===== src/rtl/stack_pkg.sv =====
// Shared encodings for the stack sequencer: op codes, FSM states, word-slot
// codes and small decode helpers used by the sequencer.
package stack_pkg;

    localparam logic [1:0] OP_CALL = 2'b00;
    localparam logic [1:0] OP_RET  = 2'b01;
    localparam logic [1:0] OP_INT  = 2'b10;
    localparam logic [1:0] OP_RTI  = 2'b11;

    localparam logic [2:0] ST_IDLE = 3'd0;
    localparam logic [2:0] ST_WR   = 3'd1;
    localparam logic [2:0] ST_RD   = 3'd2;
    localparam logic [2:0] ST_RDW  = 3'd3;
    localparam logic [2:0] ST_FIN  = 3'd4;

    localparam logic [1:0] SEG_PC_H  = 2'b00;
    localparam logic [1:0] SEG_PC_L  = 2'b01;
    localparam logic [1:0] SEG_FLAGS = 2'b10;

    // CALL and INT push onto the stack; RET and RTI pop.
    function automatic logic is_push(input logic [1:0] op);
        return !(op == OP_RET || op == OP_RTI);
    endfunction

    // Interrupt entry/exit move the flags word as well as the PC.
    function automatic logic [1:0] word_count(input logic [1:0] op);
        return (op == OP_INT || op == OP_RTI) ? 2'd3 : 2'd2;
    endfunction

    // Which word a transfer carries, given the op and the words still to go.
    // Pushes store PC high first; pops see the reverse order.
    function automatic logic [1:0] seg_of(input logic [1:0] op, input logic [1:0] cnt);
        logic [1:0] seg;
        if (is_push(op)) begin
            case (cnt)
                2'd1:    seg = (op == OP_INT) ? SEG_FLAGS : SEG_PC_L;
                2'd2:    seg = (op == OP_INT) ? SEG_PC_L  : SEG_PC_H;
                default: seg = SEG_PC_H;
            endcase
        end else begin
            case (cnt)
                2'd3:    seg = SEG_FLAGS;
                2'd2:    seg = SEG_PC_L;
                default: seg = SEG_PC_H;
            endcase
        end
        return seg;
    endfunction

endpackage


===== src/rtl/sp_unit.sv =====
// Stack pointer register: downward-growing stack, modulo wrap, sticky
// overflow/underflow flag cleared only by reset.
module sp_unit #(
    parameter int          ADDR_W   = 12,
    parameter int unsigned SP_RESET = 2**ADDR_W - 1
) (
    input  logic              clk,
    input  logic              rst,
    input  logic              dec,
    input  logic              inc,
    output logic [ADDR_W-1:0] sp,
    output logic              stk_err
);

    localparam logic [ADDR_W-1:0] SP_INIT = ADDR_W'(SP_RESET);
    localparam logic [ADDR_W-1:0] SP_ONE  = ADDR_W'(1);
    localparam logic [ADDR_W-1:0] SP_MAX  = '1;

    // Step SP on granted transfers; flag any wrap past either end.
    always_ff @(posedge clk) begin
        if (rst) begin
            sp      <= SP_INIT;
            stk_err <= 1'b0;
        end else if (dec) begin
            sp <= sp - SP_ONE;
            if (sp == '0) stk_err <= 1'b1;
        end else if (inc) begin
            sp <= sp + SP_ONE;
            if (sp == SP_MAX) stk_err <= 1'b1;
        end
    end

endmodule


===== src/rtl/stack_sequencer.sv =====
// Sequences CALL/RET/INT/RTI as one 16-bit stack-port word per granted cycle,
// stalls fetch while busy and issues the PC (and flags) redirect at the end.
module stack_sequencer #(
    parameter int          ADDR_W     = 12,
    parameter int unsigned SP_RESET   = 2**ADDR_W - 1,
    parameter logic [31:0] INT_VECTOR = 32'h0000_0000
) (
    input  logic              clk,
    input  logic              rst,
    input  logic              op_valid,
    input  logic [1:0]        op_code,
    output logic              op_ready,
    input  logic [31:0]       pc_in,
    input  logic [31:0]       target_in,
    input  logic [3:0]        flags_in,
    output logic              mem_req,
    output logic              mem_we,
    output logic [ADDR_W-1:0] mem_addr,
    output logic [15:0]       mem_wdata,
    input  logic              mem_gnt,
    input  logic [15:0]       mem_rdata,
    output logic              stall_fetch,
    output logic              pc_load,
    output logic [31:0]       pc_out,
    output logic              flags_load,
    output logic [3:0]        flags_out,
    output logic [ADDR_W-1:0] sp,
    output logic              stk_err
);
    import stack_pkg::*;

    localparam logic [ADDR_W-1:0] SP_ONE = ADDR_W'(1);

    logic [2:0]  state;
    logic [1:0]  cnt;
    logic [1:0]  op_q;
    logic [31:0] ret_pc_q;
    logic [31:0] target_q;
    logic [3:0]  flags_q;
    logic [31:0] pop_pc_q;
    logic [3:0]  pop_flags_q;
    logic [1:0]  seg;

    assign seg = seg_of(op_q, cnt);

    sp_unit #(
        .ADDR_W   (ADDR_W),
        .SP_RESET (SP_RESET)
    ) u_sp (
        .clk     (clk),
        .rst     (rst),
        .dec     (state == ST_WR && mem_gnt),
        .inc     (state == ST_RD && mem_gnt),
        .sp      (sp),
        .stk_err (stk_err)
    );

    // FSM: state and remaining-word count; only control is reset.
    always_ff @(posedge clk) begin
        if (rst) begin
            state <= ST_IDLE;
            cnt   <= 2'd0;
        end else begin
            case (state)
                ST_IDLE: begin
                    if (op_valid) begin
                        cnt   <= word_count(op_code);
                        state <= is_push(op_code) ? ST_WR : ST_RD;
                    end
                end
                ST_WR: begin
                    if (mem_gnt) begin
                        cnt <= cnt - 2'd1;
                        if (cnt == 2'd1) state <= ST_FIN;
                    end
                end
                ST_RD: begin
                    if (mem_gnt) state <= ST_RDW;
                end
                ST_RDW: begin
                    cnt   <= cnt - 2'd1;
                    state <= (cnt == 2'd1) ? ST_FIN : ST_RD;
                end
                ST_FIN:  state <= ST_IDLE;
                default: state <= ST_IDLE;
            endcase
        end
    end

    // Operand latch at accept and popped-word capture; outputs are gated by
    // state, so these registers need no reset.
    always_ff @(posedge clk) begin
        if (state == ST_IDLE && op_valid) begin
            op_q     <= op_code;
            ret_pc_q <= pc_in;
            target_q <= target_in;
            flags_q  <= flags_in;
        end
        if (state == ST_RDW) begin
            case (seg)
                SEG_PC_H:  pop_pc_q[31:16] <= mem_rdata;
                SEG_PC_L:  pop_pc_q[15:0]  <= mem_rdata;
                default:   pop_flags_q     <= mem_rdata[3:0];
            endcase
        end
    end

    // Output decode from registered state only (no mem_gnt to mem_addr path).
    always_comb begin
        op_ready    = 1'b0;
        mem_req     = 1'b0;
        mem_we      = 1'b0;
        mem_addr    = '0;
        mem_wdata   = 16'h0000;
        stall_fetch = 1'b0;
        pc_load     = 1'b0;
        pc_out      = 32'h0000_0000;
        flags_load  = 1'b0;
        flags_out   = 4'h0;
        case (state)
            ST_IDLE: op_ready = 1'b1;
            ST_WR: begin
                stall_fetch = 1'b1;
                mem_req     = 1'b1;
                mem_we      = 1'b1;
                mem_addr    = sp;
                case (seg)
                    SEG_PC_H: mem_wdata = ret_pc_q[31:16];
                    SEG_PC_L: mem_wdata = ret_pc_q[15:0];
                    default:  mem_wdata = {12'h000, flags_q};
                endcase
            end
            ST_RD: begin
                stall_fetch = 1'b1;
                mem_req     = 1'b1;
                mem_addr    = sp + SP_ONE;
            end
            ST_RDW: stall_fetch = 1'b1;
            ST_FIN: begin
                stall_fetch = 1'b1;
                pc_load     = 1'b1;
                case (op_q)
                    OP_CALL: pc_out = target_q;
                    OP_INT:  pc_out = INT_VECTOR;
                    default: pc_out = pop_pc_q;
                endcase
                if (op_q == OP_RTI) begin
                    flags_load = 1'b1;
                    flags_out  = pop_flags_q;
                end
            end
            default: ;
        endcase
    end

endmodule


===== config.mk =====
export PLATFORM = sky130hd
export DESIGN_NAME = stack_sequencer
export DESIGN_NICKNAME = d
export VERILOG_FILES = /design/src/rtl/stack_pkg.sv /design/src/rtl/sp_unit.sv /design/src/rtl/stack_sequencer.sv
export SDC_FILE = /design/constraint.sdc
export NUM_CORES = 1
export LEC_CHECK = 0
export CORE_UTILIZATION = 50
export DETAILED_ROUTE_END_ITERATION = 8
export GPL_ROUTABILITY_DRIVEN = 0
export GPL_TIMING_DRIVEN = 1
export PLACE_DENSITY = 0.85
export SLEW_MARGIN = 5
export SYNTH_ARGS = -nofsm -noshare
export SYNTH_HDL_FRONTEND = slang
export SYNTH_SLANG_ARGS = --single-unit

===== constraint.sdc =====
create_clock -name clk -period 5 [get_ports clk]
set_input_delay 0.5 -clock clk [delete_from_list [all_inputs] [get_ports clk]]
set_output_delay 0.5 -clock clk [all_outputs]
set_load 0.02 [all_outputs]

# [Yosys cells after proc, flatten, opt, wreduce, memory -nomap -nowiden]
# Index checks and enable logic that the tools add are counted.
[word_totals] register_bits=124 out_inout_bits=83 word_cells=93 in_bits=90
[op_classes] mux=36 addsub=3 n_bitwise=1 n_reduce_logical=22 eq_ne=20
[ops] cell="32-bit one-hot mux with 2 select lines" n=1
[ops] cell="32-bit two-way mux" n=1
[ops] cell="16-bit one-hot mux with 2 select lines" n=1
[ops] cell="12-bit two-way mux" n=2
[ops] cell="12-bit one-hot mux with 2 select lines" n=1
[ops] cell="16-bit two-way mux" n=1
[ops] cell="3-bit two-way mux" n=5
[ops] cell="1-bit two-way mux" n=13
[ops] cell="12-bit by 1-bit adder with 12-bit output, second input constant" n=1
[ops] cell="12-bit equality test, second input constant" n=1
[ops] cell="2-bit equality test, second input constant" n=6
[ops] cell="12-bit zero test" n=1
[ops] cell="3-bit one-hot mux with 4 select lines" n=1
[ops] cell="12-bit by 1-bit subtractor with 12-bit output, second input constant" n=1
[ops] cell="2-bit two-way mux" n=5
[ops] cell="2-bit by 1-bit equality test with 1-bit output, second input constant" n=4
[ops] cell="4-bit two-way mux" n=2
[ops] cell="2-bit != test, second input constant" n=4
[ops] cell="2-bit one-hot mux with 2 select lines" n=2
[ops] cell="3-bit by 2-bit equality test with 1-bit output, second input constant" n=2
[ops] cell="2-bit one-hot mux with 3 select lines" n=1
[ops] cell="2-bit AND reduction" n=3
[ops] cell="3-bit AND reduction" n=2
[ops] cell="2-bit zero test" n=2
[ops] cell="13 further kinds" n=19

# [Longest topological paths before layout]
[depth] ltp_word=8 ltp_mapped=7 mapped_depth_nobuf=6

# [By module]
# Synthesis repeated with hierarchy kept, for this count alone.
[hier_totals] cells_unflattened=442 hier_area_um2=5750.5
[modules_own_cells] mod="stack_sequencer" instances=1 seq_area_each_um2=3283.1 cells_per_inst=319 area_per_inst_um2=4713.3
[modules_own_cells] mod="sp_unit" instances=1 seq_area_each_um2=260.2 cells_per_inst=123 area_per_inst_um2=1037.2

# [Worst setup path after synthesis]
# Ideal clock, no wire load.
[synth_timing] path_type="register to register" startpoint="register state[0]" endpoint="register flags_q[0], enable pin" path_buffers=2 t_arrival_ns=2.904 path_slack_ns=1.660 stages_incl_launch_ff=5 path_cell_list="dfxtp_1 buf_4 clkbuf_1 nor3_1 and2_1"
[synth_via] elab_chain_cells=2
[synth_rtl] element="start: declaration" line="stack_sequencer.sv:34" text="logic [2:0] state;"
[synth_rtl] element="start signal: assignment" line="stack_sequencer.sv:68" text="state <= is_push(op_code) ? ST_WR : ST_RD;"
[synth_rtl] element="start signal: assignment" line="stack_sequencer.sv:82" text="state <= (cnt == 2'd1) ? ST_FIN : ST_RD;"
[synth_rtl] element="3-bit zero test" line="stack_sequencer.sv:93" text="if (state == ST_IDLE && op_valid) begin"
[synth_rtl] element="1-bit logical AND" line="stack_sequencer.sv:93"
[synth_rtl] element="end signal: assignment" line="stack_sequencer.sv:97" text="flags_q <= flags_in;"
[synth_rtl] element="end: declaration" line="stack_sequencer.sv:39" text="logic [3:0] flags_q;"
# Every way passes these cells.
# A chain may end at the register's enable or synchronous reset.

# [Worst setup path in the final report]
[layout_timing] startpoint="register state[0]" endpoint="output mem_wdata[6]"
[layout_via] elab_chain_cells=2
[layout_rtl] element="3-bit by 1-bit equality test with 1-bit output" line="stack_sequencer.sv:120" text="case (state)"
[layout_rtl] element="16-bit two-way mux" line="stack_sequencer.sv:120"
[layout_rtl] element="end: declaration" line="stack_sequencer.sv:19" text="output logic [15:0] mem_wdata,"
# Every way passes these cells.

==> impl_table.tex <==
\begin{tabular}{lr}
\hline
Metric & Value \\
\hline
\multicolumn{2}{l}{\textbf{Setup path}} \\
\quad Max incr delay on CP & 0.72 ns \\
\quad Cells along the critical path & or3b\_1, inv\_2, nand2\_1, nor2\_1, clkdlybuf4s50\_1 \\
\quad Startpoint of the most critical setup path & state[0] \\
\quad Max FO, Critical Path & 20 \\
\quad Setup crit start kind & flip-flop \\
\quad FF-to-FF setup slack & $\sim$2.2 ns \\
\quad RR Endpoint & pop\_pc\_q[28] \\
\quad Critical path buffer and inverter count & 2 \\
\quad Arrival @ worst endpoint & 3.53 ns \\
\quad Classification of the worst setup path & flip-flop to primary output \\
\quad Reg-to-Reg Start & cnt[1] \\
\quad Family of cells with the greatest summed delay on the critical path & simple AND/OR/NAND/NOR gates \\
\quad Critical-path cell with the highest stage delay & dfxtp\_1 \\
\quad Cell count of the worst reg-to-reg path & 5 \\
\quad Kind of end point of the critical path & primary output \\
\quad Data required, critical path & roughly 4.5 ns \\
\quad Depth of the critical timing path with buffers and inverters included & 5 \\
\multicolumn{2}{l}{\textbf{STA}} \\
\quad Fmax & around 0.25 GHz \\
\quad Sum of negative setup slack & 0 ns \\
\quad Unrepaired setup endpoints after global routing & false \\
\quad Fin. max-slew vios & 0 \\
\quad Post-route fraction of the period consumed by the critical path & 80.6\% \\
\quad Final worst clock skew & 0.00891 ns \\
\quad Final critical path time including I/O delays and setup & 4.03 ns \\
\quad Final hold violation count & 0 \\
\quad Finish-stage setup viols & 0 \\
\quad Worst-Margin Slew & between 1 and 1.5 ns \\
\quad Worst rel slew slack & 14.3\% \\
\multicolumn{2}{l}{\textbf{GRT}} \\
\quad Antenna violations before repair & 1 \\
\quad Global-route usage over all layers & around a quarter \\
\quad Number of global-route vias before repair & roughly 4.4k \\
\quad First-pass GRT wire length & 22,100 um \\
\quad Largest net degree at the start of global routing & 40 \\
\quad Final global-route overflow total & 0 \\
\multicolumn{2}{l}{\textbf{CTS}} \\
\quad Gates resized, CTS repair & 0 \\
\quad Total clock sinks & 124 \\
\quad Clock tree from TritonCTS & yes \\
\quad Post-CTS setup buffer count & 0 \\
\quad Cell at the root of the clock tree & clkbuf\_8 \\
\quad Worst-skew pair later-pin latency & 0.51 ns \\
\quad Clk slew on worst S/H paths & 0.06 ns \\
\quad Clock buffer count from CTS & 17 \\
\quad Total of hold buffers inserted after clock tree synthesis & 0 \\
\quad Maximum level of the CTS H-tree & 4 \\
\quad Number of buffers on the longest clock path & 2 \\
\multicolumn{2}{l}{\textbf{Layout}} \\
\quad Final cell area excluding filler cells & between 7000 and 8000 sq um \\
\quad Fill cell total of the finished layout & 739 \\
\quad Area added between synthesis and finish & 43.0\% \\
\quad Ratio of cells with drive above 1 in the final layout & 7.36\% \\
\quad Final-stage net count & 694 \\
\multicolumn{2}{l}{\textbf{Place}} \\
\quad Port bufs & 172 \\
\quad Dpl hpwl & 9500 um \\
\quad Placed inst area & 7350 sq um \\
\multicolumn{2}{l}{\textbf{Route}} \\
\quad First drt pass iteration count & 7 \\
\quad Mean number of vias per cell & 5.79 \\
\quad Wirelength per Cell & 18.9 um \\
\quad Number of antenna-violating nets in the routed design & 0 \\
\quad DRC violations left & 1 \\
\quad Via count & 4,353 \\
\quad Detailed Route Iter0 Violations & 248 \\
\quad Total wire length & roughly 14,000 um \\
\multicolumn{2}{l}{\textbf{Logic synthesis}} \\
\quad Number of warnings issued by yosys & 0 \\
\quad Count of flip-flops with a built-in enable after synthesis & 106 \\
\quad Yosys cell types & 54 \\
\quad Net count after synthesis & about 530 \\
\quad Synthesized netlist cell count & approximately 440 \\
\quad Xor/xnor share of the synthesized area & 1.26\% \\
\quad Post-synth top flop & edfxtp\_1 \\
\quad Post-synthesis share of cell area spent on and, or, nand and nor gates & 12.9\% \\
\quad Portion of netlist area occupied by mux cells & 4.59\% \\
\quad Sequential area share after synthesis & 63.8\% \\
\quad FF+latch count, synth & 124 \\
\quad Mapped Area & 5560 sq um \\
\quad Synth async-reset ratio & 0\% \\
\quad Biggest area consumer among synthesized cells & edfxtp\_1 \\
\quad Average size of a mapped cell & 12.7 sq um \\
\quad Biggest area contributors in the synthesized netlist & edfxtp\_1, dfxtp\_1, a22o\_1 \\
\quad Post-synth top area share & 57.3\% \\
\quad Main combinational cell family by area after synthesis & simple AND/OR/NAND/NOR gates \\
\quad List of most frequent post-synthesis cells & edfxtp\_1, a22o\_1, nor2\_1 \\
\quad Most common cell in the netlist & edfxtp\_1 \\
\quad Share of the synthesized area in compound gates (AO/OA/AOI/OAI) & 12.9\% \\
\quad Post-Synth Adder-Cell Area & 1.35\% \\
\multicolumn{2}{l}{\textbf{Floorplan}} \\
\quad Number of top-level pins & between 150 and 200 \\
\quad Cell Rows & 38 \\
\quad Initial Utilization & 51.2\% \\
\quad Standard cell core area & 10,800 sq um \\
\quad Die Footprint & 11,500 sq um \\
\quad Die Wd & about 110 um \\
\quad DIE HEIGHT & 107 um \\
\multicolumn{2}{l}{\textbf{Min path}} \\
\quad Number of instances on the worst hold path & 2 \\
\quad End of the worst hold path & u\_sp.stk\_err \\
\quad Start point of the worst min-delay path & u\_sp.stk\_err \\
\quad Hold WC Path Type & flip-flop to flip-flop \\
\multicolumn{2}{l}{\textbf{Run status}} \\
\quad Run status & finished, violations left \\
\quad Violated checks & DRC \\
\multicolumn{2}{l}{\textbf{Pwr}} \\
\quad Power density normalized to cell area & 453 nW/um\^{}2 \\
\quad Leak pwr & 2.90 nW \\
\quad Maximum vdd drop & 0.279 mV \\
\multicolumn{2}{l}{\textbf{Flow run}} \\
\quad Count of maximum capacitance violations & 0 \\
\hline
\end{tabular}
## flip-flops by register name, indices dropped and copies added, names as in the netlist
name	count
cnt	2
target_q	32
op_q	2
state	3
flags_q	4
pop_pc_q	32
ret_pc_q	32
u_sp.stk_err	1
pop_flags_q	4
u_sp.sp	12
## cells by family (layout without fill, tap and decap cells)
| family | Yosys count | in the layout |
|---|---|---|
| AO/OA/AOI/OAI | 97 | 97 |
| XOR/XNOR | 8 | 8 |
| adder cells (fa/ha/maj) | 6 | 6 |
| buffers and inverters | 44 | 218 |
| flip-flops | 124 | 124 |
| multiplexers | 25 | 25 |
| other | 0 | 1 |
| AND/OR/NAND/NOR | 133 | 133 |
## power breakdown
part           switching (W)  total (W)  internal, W
clock network       0.000453    0.00121     0.000758
logic               0.000547   0.000997     0.000450
registers           0.000117    0.00139      0.00128
total                0.00112    0.00360      0.00248
## worst reg2reg max path: cells and delay by family, from the launching register on
family / cells / cell delay, ns
AO/OA/AOI/OAI: 1 / 0.62
adder cells (fa/ha/maj): 1 / 0.26
buffers and inverters: 1 / 0.06
flip-flops: 1 / 0.38
AND/OR/NAND/NOR: 2 / 1.06
## metrics by stage
stage / setup slack [ns] / utilization [%] / total power (W) / hold WS (ns) / std cells
floorplan: 1.66 / - / 0.00201 / 0.508 / 437
global placement: 1.69 / 67.8 / 0.00237 / 0.444 / 719
detailed placement: 1.55 / 67.8 / 0.00240 / 0.455 / 719
CTS: 0.931 / 73.2 / 0.00362 / 0.468 / 751
global route: 0.764 / 73.3 / 0.00376 / 0.500 / 752
finish: 0.969 / 73.3 / 0.00360 / 0.464 / 752
## worst max path at each step
stage                         to
floorplan             flags_q[0]
global placement    mem_wdata[4]
detailed placement  mem_wdata[7]
CTS                 mem_wdata[6]
global route        mem_wdata[6]
finish              mem_wdata[6]
## cell type report
class                   instances  area [sq um]  share of cell area, %
inverters                      10          37.5                  0.473
clock buffers                  18           418                   5.26
clock inverters                14           169                   2.13
flip-flops and latches        124          3540                   44.6
repair buffers                176          1750                   22.1
well taps                     140           175                   2.21
multi-input cells             269          1840                   23.2
diodes                          1          2.50                 0.0315
## cell usage in the layout (no fill, tap or decap), types with 2 or more instances in the layout
cell	count
clkdlybuf4s50_1	172
edfxtp_1	106
a22o_1	33
nor2_1	31
mux2i_1	23
nand2_1	22
o21ai_0	19
dfxtp_1	18
clkbuf_16	16
a21oi_1	12
nand3_1	11
and3_1	11
nor3_1	10
inv_1	9
nor4_1	7
clkinvlp_4	7
nand4_1	6
ha_1	6
a211oi_1	5
nand2b_1	5
o21a_1	5
o211ai_1	5
o31ai_1	4
xor2_1	4
xnor2_1	4
nor3b_1	4
or3_1	4
nor2b_1	4
buf_4	4
and2_1	3
bufinv_16	3
or3b_2	2
and4_1	2
o41ai_1	2
or4_1	2
a31oi_1	2
a311oi_1	2
inv_6	2
## routing by layer
metal	GRT usage [%]	share of wire (%)	routed length, um
met5	0	0	0
met4	12.5	2.0	282
met3	8.11	8.8	1240
met2	42.7	51	7220
met1	30.1	38	5450
Power figures use the tool's default switching activity.
